## src/rtl/predictor_update_arbiter_if.sv

```systemverilog
// predictor_update_arbiter_if: request, handshake and predictor-update bundle for the update arbiter
interface predictor_update_arbiter_if #(parameter int PTR_W = 2);
    logic             rdy;
    logic             flush;
    logic             a_valid;
    logic [31:0]      a_pc;
    logic             a_taken;
    logic             a_ready;
    logic             b_valid;
    logic [31:0]      b_pc;
    logic             b_taken;
    logic             b_ready;
    logic             update;
    logic [31:0]      update_pc;
    logic             update_result;
    logic [PTR_W:0]   count;

    modport master (
        output rdy, flush, a_valid, a_pc, a_taken, b_valid, b_pc, b_taken,
        input  a_ready, b_ready, update, update_pc, update_result, count
    );

    modport slave (
        input  rdy, flush, a_valid, a_pc, a_taken, b_valid, b_pc, b_taken,
        output a_ready, b_ready, update, update_pc, update_result, count
    );
endinterface

```

## src/rtl/predictor_update_arbiter.sv

```systemverilog
// predictor_update_arbiter: merges commit (A) and resolve (B) updates through a small queue into one predictor update per cycle
module predictor_update_arbiter #(
    parameter int DEPTH = 4,
    parameter int PTR_W = 2
) (
    input  logic                           clk,
    input  logic                           rst,
    predictor_update_arbiter_if.slave      bus
);
    localparam logic [PTR_W:0] FULL = (PTR_W + 1)'(DEPTH);

    logic [32:0]      mem [DEPTH];
    logic [PTR_W-1:0] head;
    logic [PTR_W-1:0] tail;
    logic [PTR_W:0]   count;
    logic             rr;
    logic             update;
    logic [31:0]      update_pc;
    logic             update_result;

    logic [PTR_W:0]   free;
    logic             open;
    logic             both;
    logic             one_slot;
    logic             push_a;
    logic             push_b;
    logic             pop;

    // Slot accounting uses only the registered count, so a pop never frees a slot in the same cycle
    always_comb begin
        free     = FULL - count;
        open     = rst & bus.rdy & ~bus.flush;
        both     = bus.a_valid & bus.b_valid;
        one_slot = free == (PTR_W + 1)'(1);
        bus.a_ready = open & (free >= (PTR_W + 1)'(2) | (one_slot & (~both | ~rr)));
        bus.b_ready = open & (free >= (PTR_W + 1)'(2) | (one_slot & (~both | rr)));
        push_a   = bus.a_valid & bus.a_ready;
        push_b   = bus.b_valid & bus.b_ready;
        pop      = bus.rdy & ~bus.flush & (count != '0);
    end

    // Accepted entries land at tail; when both are taken A goes first so B follows it
    always_ff @(posedge clk) begin
        if (push_a) mem[tail] <= {bus.a_pc, bus.a_taken};
        if (push_b) mem[tail + PTR_W'(push_a)] <= {bus.b_pc, bus.b_taken};
    end

    // Queue pointers, occupancy, round-robin bit and the registered update output
    always_ff @(posedge clk) begin
        if (!rst) begin
            head          <= '0;
            tail          <= '0;
            count         <= '0;
            rr            <= 1'b0;
            update        <= 1'b0;
            update_pc     <= '0;
            update_result <= 1'b0;
        end else if (bus.rdy) begin
            if (bus.flush) begin
                head   <= '0;
                tail   <= '0;
                count  <= '0;
                update <= 1'b0;
            end else begin
                tail  <= tail + PTR_W'(push_a) + PTR_W'(push_b);
                count <= count + (PTR_W + 1)'(push_a) + (PTR_W + 1)'(push_b) - (PTR_W + 1)'(pop);
                update <= pop;
                if (pop) begin
                    update_pc     <= mem[head][32:1];
                    update_result <= mem[head][0];
                    head          <= head + PTR_W'(1);
                end
                if (one_slot && both) rr <= ~rr;
            end
        end
    end

    assign bus.count         = count;
    assign bus.update        = update;
    assign bus.update_pc     = update_pc;
    assign bus.update_result = update_result;
endmodule

```

## src/flat_wrapper.sv

```systemverilog
// flat-port wrapper written by rule: the top's interface ports become plain ports
module predictor_update_arbiter_flat 
#(
    parameter int DEPTH = 4,
    parameter int PTR_W = 2
)
  (clk, rst, bus_rdy, bus_flush, bus_a_valid, bus_a_pc, bus_a_taken, bus_b_valid, bus_b_pc, bus_b_taken, bus_a_ready, bus_b_ready, bus_update, bus_update_pc, bus_update_result, bus_count);
  predictor_update_arbiter_if #(.PTR_W(PTR_W)) bus_i ();
  input  logic clk;
  input  logic rst;
  input wire logic [$bits(bus_i.rdy)-1:0] bus_rdy;
  input wire logic [$bits(bus_i.flush)-1:0] bus_flush;
  input wire logic [$bits(bus_i.a_valid)-1:0] bus_a_valid;
  input wire logic [$bits(bus_i.a_pc)-1:0] bus_a_pc;
  input wire logic [$bits(bus_i.a_taken)-1:0] bus_a_taken;
  input wire logic [$bits(bus_i.b_valid)-1:0] bus_b_valid;
  input wire logic [$bits(bus_i.b_pc)-1:0] bus_b_pc;
  input wire logic [$bits(bus_i.b_taken)-1:0] bus_b_taken;
  output wire logic [$bits(bus_i.a_ready)-1:0] bus_a_ready;
  output wire logic [$bits(bus_i.b_ready)-1:0] bus_b_ready;
  output wire logic [$bits(bus_i.update)-1:0] bus_update;
  output wire logic [$bits(bus_i.update_pc)-1:0] bus_update_pc;
  output wire logic [$bits(bus_i.update_result)-1:0] bus_update_result;
  output wire logic [$bits(bus_i.count)-1:0] bus_count;
  assign bus_i.rdy = bus_rdy;
  assign bus_i.flush = bus_flush;
  assign bus_i.a_valid = bus_a_valid;
  assign bus_i.a_pc = bus_a_pc;
  assign bus_i.a_taken = bus_a_taken;
  assign bus_i.b_valid = bus_b_valid;
  assign bus_i.b_pc = bus_b_pc;
  assign bus_i.b_taken = bus_b_taken;
  assign bus_a_ready = bus_i.a_ready;
  assign bus_b_ready = bus_i.b_ready;
  assign bus_update = bus_i.update;
  assign bus_update_pc = bus_i.update_pc;
  assign bus_update_result = bus_i.update_result;
  assign bus_count = bus_i.count;
  predictor_update_arbiter #(.DEPTH(DEPTH), .PTR_W(PTR_W)) u_core (.clk(clk), .rst(rst), .bus(bus_i));
endmodule
```

## config.mk

```make
export PLATFORM = sky130hd
export DESIGN_NAME = predictor_update_arbiter_flat
export DESIGN_NICKNAME = d
export VERILOG_FILES = /design/src/rtl/predictor_update_arbiter_if.sv /design/src/rtl/predictor_update_arbiter.sv /design/src/flat_wrapper.sv
export SDC_FILE = /design/constraint.sdc
export NUM_CORES = 1
export LEC_CHECK = 0
export BUFFER_PORTS_ARGS = -buffer_cell sky130_fd_sc_hd__buf_2
export CORE_ASPECT_RATIO = 2
export CORE_MARGIN = 3
export CORE_UTILIZATION = 29
export CTS_CLUSTER_DIAMETER = 60
export DETAILED_ROUTE_END_ITERATION = 8
export GPL_ROUTABILITY_DRIVEN = 1
export SYNTH_ARGS = -nofsm -noshare
export SYNTH_HDL_FRONTEND = slang
export SYNTH_SLANG_ARGS = --single-unit
```

## constraint.sdc

```tcl
create_clock -name clk -period 3.5 [get_ports clk]
set_input_delay 0.175 -clock clk [delete_from_list [all_inputs] [get_ports clk]]
set_output_delay 0.175 -clock clk [all_outputs]
set_load 0.02 [all_outputs]
```

==> results.txt <==
Starting Density: 29.55%
Post-DRT Antenna Nets: 0
Wire per inst: 20.72 um
Port Buffers: 110
FILL cells: 2,751
Yosys warnings: 0
Layout cell share with drive strength beyond 1: 48.84%
Synth Flop Type: edfxtp_1
DRC: 0
Lkg Pwr: 3.507 nW
Synth Instances: 549
Via count: 4,917
Layout Cells excl Fill: 1,046
Vias/cell: 4.701
Synth Cell Area: 8363 um2
#FFs+latches synth: 174
Most used cell, CP: ha_1
Initial antenna violation count: 6
Slew Limit Fails: 0
Tightest Pin Transition: 1004 ps
Switching Fraction: 22.75%
Synth top area cells: edfxtp_1 47%, mux2_2 15%, dfxtp_1 10%
Slew margin rel.: 33.08%
Final Util: 36.06%
Hold Startpoint: bus_a_pc[30]
Routability Congestion: 0.7698
Startpoint Class: flip-flop
Seq/Total Area, Yosys: 57.45%
Vias in the first global route: 5,412
Post-synth top cells: 132 x edfxtp_1, 108 x mux2_2, 75 x nand2_1
Die width: 126.1 um
EDFF count, synth: 132
Clk Latency, worst-skew pair: 440 ps
Critical Path Source: u_core.bus.count[0]
GR Layer Usage met2: 27.88%
Max-cap violations: 0
Setup Skew: 10.67 ps
Mapped Nets: 630
Final period utilization: 96.42%
Max Freq: 296.3 MHz
Hold WS: 58.52 ps
Placed Instances: 1,007
Crit path time final: 3375 ps
Pwr/cell area: 430.4 nW/um2
# IOs: 111
Die height: 246.2 um
Mean Syn Cell Area: 15.23 um2
GRT busiest layer: met2
Worst r2r src: u_core.bus.count[0]
CP bufs+invs: 4
Peak supply drop: 0.0003265 V
Footprint of the multi-input gates: 3371 um2
CP max-delay cell: or3b_1
CTS tree: yes
Cell taking the most area after synthesis: edfxtp_1
Total Die Area: 31,040 um2
Count leader, synth: edfxtp_1
Total gr overflow: 0
Flop pwr share: 51.2%
Met3 Usage GRT: 3.103%
Core area: 28,300 um2
CP Cell Sequence: inv_1 -> ha_1 -> ha_1 -> or3b_1 -> o2111ai_2 -> inv_2 -> ha_2 -> xnor2_2 -> nor4_4 -> buf_4 -> buf_6 -> mux2_2
Clock power share: 42.9%
Int Pwr: 3.393 mW
Htree depth: 4
Register area: 4815 um2
Hold Path Class: input port to flip-flop
Worst setup EP type: flip-flop
Post-synth ARST share: 0%
Iter 0 DRT Violations: 227
Final nets: 756
CP Max Fanout: 16
Hold buffers post-CTS: 0
CP top delay family: adder cells
Yosys top cell area share: 47.40%
CTS buffer count: 17
# setup viols final: 0
Critical path arrival: 3560 ps
CP peak stage delay: 390 ps
Detailed placement HPWL: 14,670 um
Largest net degree at the start of global routing: 38
Sw Pwr: 0.9992 mW
Rows: 87
Worst path required time: 3690 ps
Total power: 4.393 mW
Comb pwr share: 6.0%
Yosys cell types: 39
Global-route wire length before repair: 32,330 um
Gr usage total: 14.07%
Final Hold Viols: 0
Crit path kind: flip-flop to flip-flop
Met1 Resource Use GR: 14.15%
Clk sink count: 174
Router iterations before antenna repair: 4
Total Wirelength: 21,670 um
Clk buf depth: 2
Layout area overhead: 22.04%
Reg clk slew, reported paths: 70 ps
Status: completed
Clock Tree Root: clkbuf_16
==> layout by cell type (no fill, tap or decap), drive strengths merged, types with 2 or more instances in the layout <==
cell type  netlist  routed
ha               7       7
a21boi          37      37
a31o             5       5
diode            0       2
clkbuf          16      21
o21ai            4       4
inv              7      14
o22ai            2       2
xor2             4       4
nor3             3       3
nand2           75      75
fa               2       2
and2             4       4
dfxtp           42      42
clkinv           1       5
edfxtp         132     132
nand2b           5       5
nand3            4       4
a21oi            4       4
mux4            33      33
mux2           132     132
buf             18     139
nor4             2       2
==> layout make-up <==
| class | instances | area share [%] |
|---|---|---|
| inverter | 8 | 0.2942 |
| multi-input combinational | 333 | 33.03 |
| clock inverter | 13 | 1.275 |
| antenna | 2 | 0.04904 |
| timing repair buffer | 141 | 9.477 |
| clock buffer | 19 | 4.340 |
| sequential | 174 | 47.17 |
| tap | 356 | 4.364 |
==> kinds of logic (layout without fill, tap and decap cells) <==
family	Yosys count	in the layout	synth area share, %
buf+inv	42	181	2.977
fa+ha+maj	9	9	1.526
flops	174	174	57.45
other cells	0	2	0
xor+xnor	5	5	0.5236
simple gates	99	99	5.940
mux	165	165	26.66
compound gates	55	55	4.922
==> layer usage <==
layer  wire length (um)  up-vias
met3                623       25
met5                  0        -
met1               7964     2441
li1                   -     2349
met2              12650      102
met4                429        0
==> final timing paths <==
path              slack (ps)  cells after the start                  endpoint
setup / recovery         130                     12          u_core.mem[2][9]
hold / removal            60                      2         u_core.mem[3][31]
setup reg to reg         130                     12          u_core.mem[2][9]
hold reg to reg          460                      2  u_core.bus.update_pc[29]
==> sequential cells by signal, indices dropped and copies added, names as in the netlist <==
| signal | flops |
|---|---|
| u_core.bus.count | 3 |
| u_core.bus.update | 1 |
| u_core.bus.update_pc | 32 |
| u_core.bus.update_result | 1 |
| u_core.head | 2 |
| u_core.mem | 132 |
| u_core.rr | 1 |
| u_core.tail | 2 |
==> stage by stage <==
stage	setup WS, ps	cell area, um2	setup TNS [ps]
after floorplan	0.6002	8418	0
after global placement	109.0	9548	0
after detailed placement	70.20	9548	0
after CTS	45.15	10120	0
after global routing	-12.15	10210	-198.9
final	125.2	10210	0
==> power groups by stage <==
stage	Sequential, mW	Combinational, mW	Clock (mW)
2_1_floorplan	2.29	0.145	0
3_3_place_gp	2.29	0.259	0
3_5_place_dp	2.30	0.262	0
4_1_cts	2.25	0.264	1.94
5_1_grt	2.25	0.284	2.01
6_report	2.25	0.262	1.88
==> timing repair <==
item,in CTS,in global routing
gates resized for setup,0,5
setup buffers,0,3
setup endpoints to repair,0,210
(Power assumes the default switching activity.)
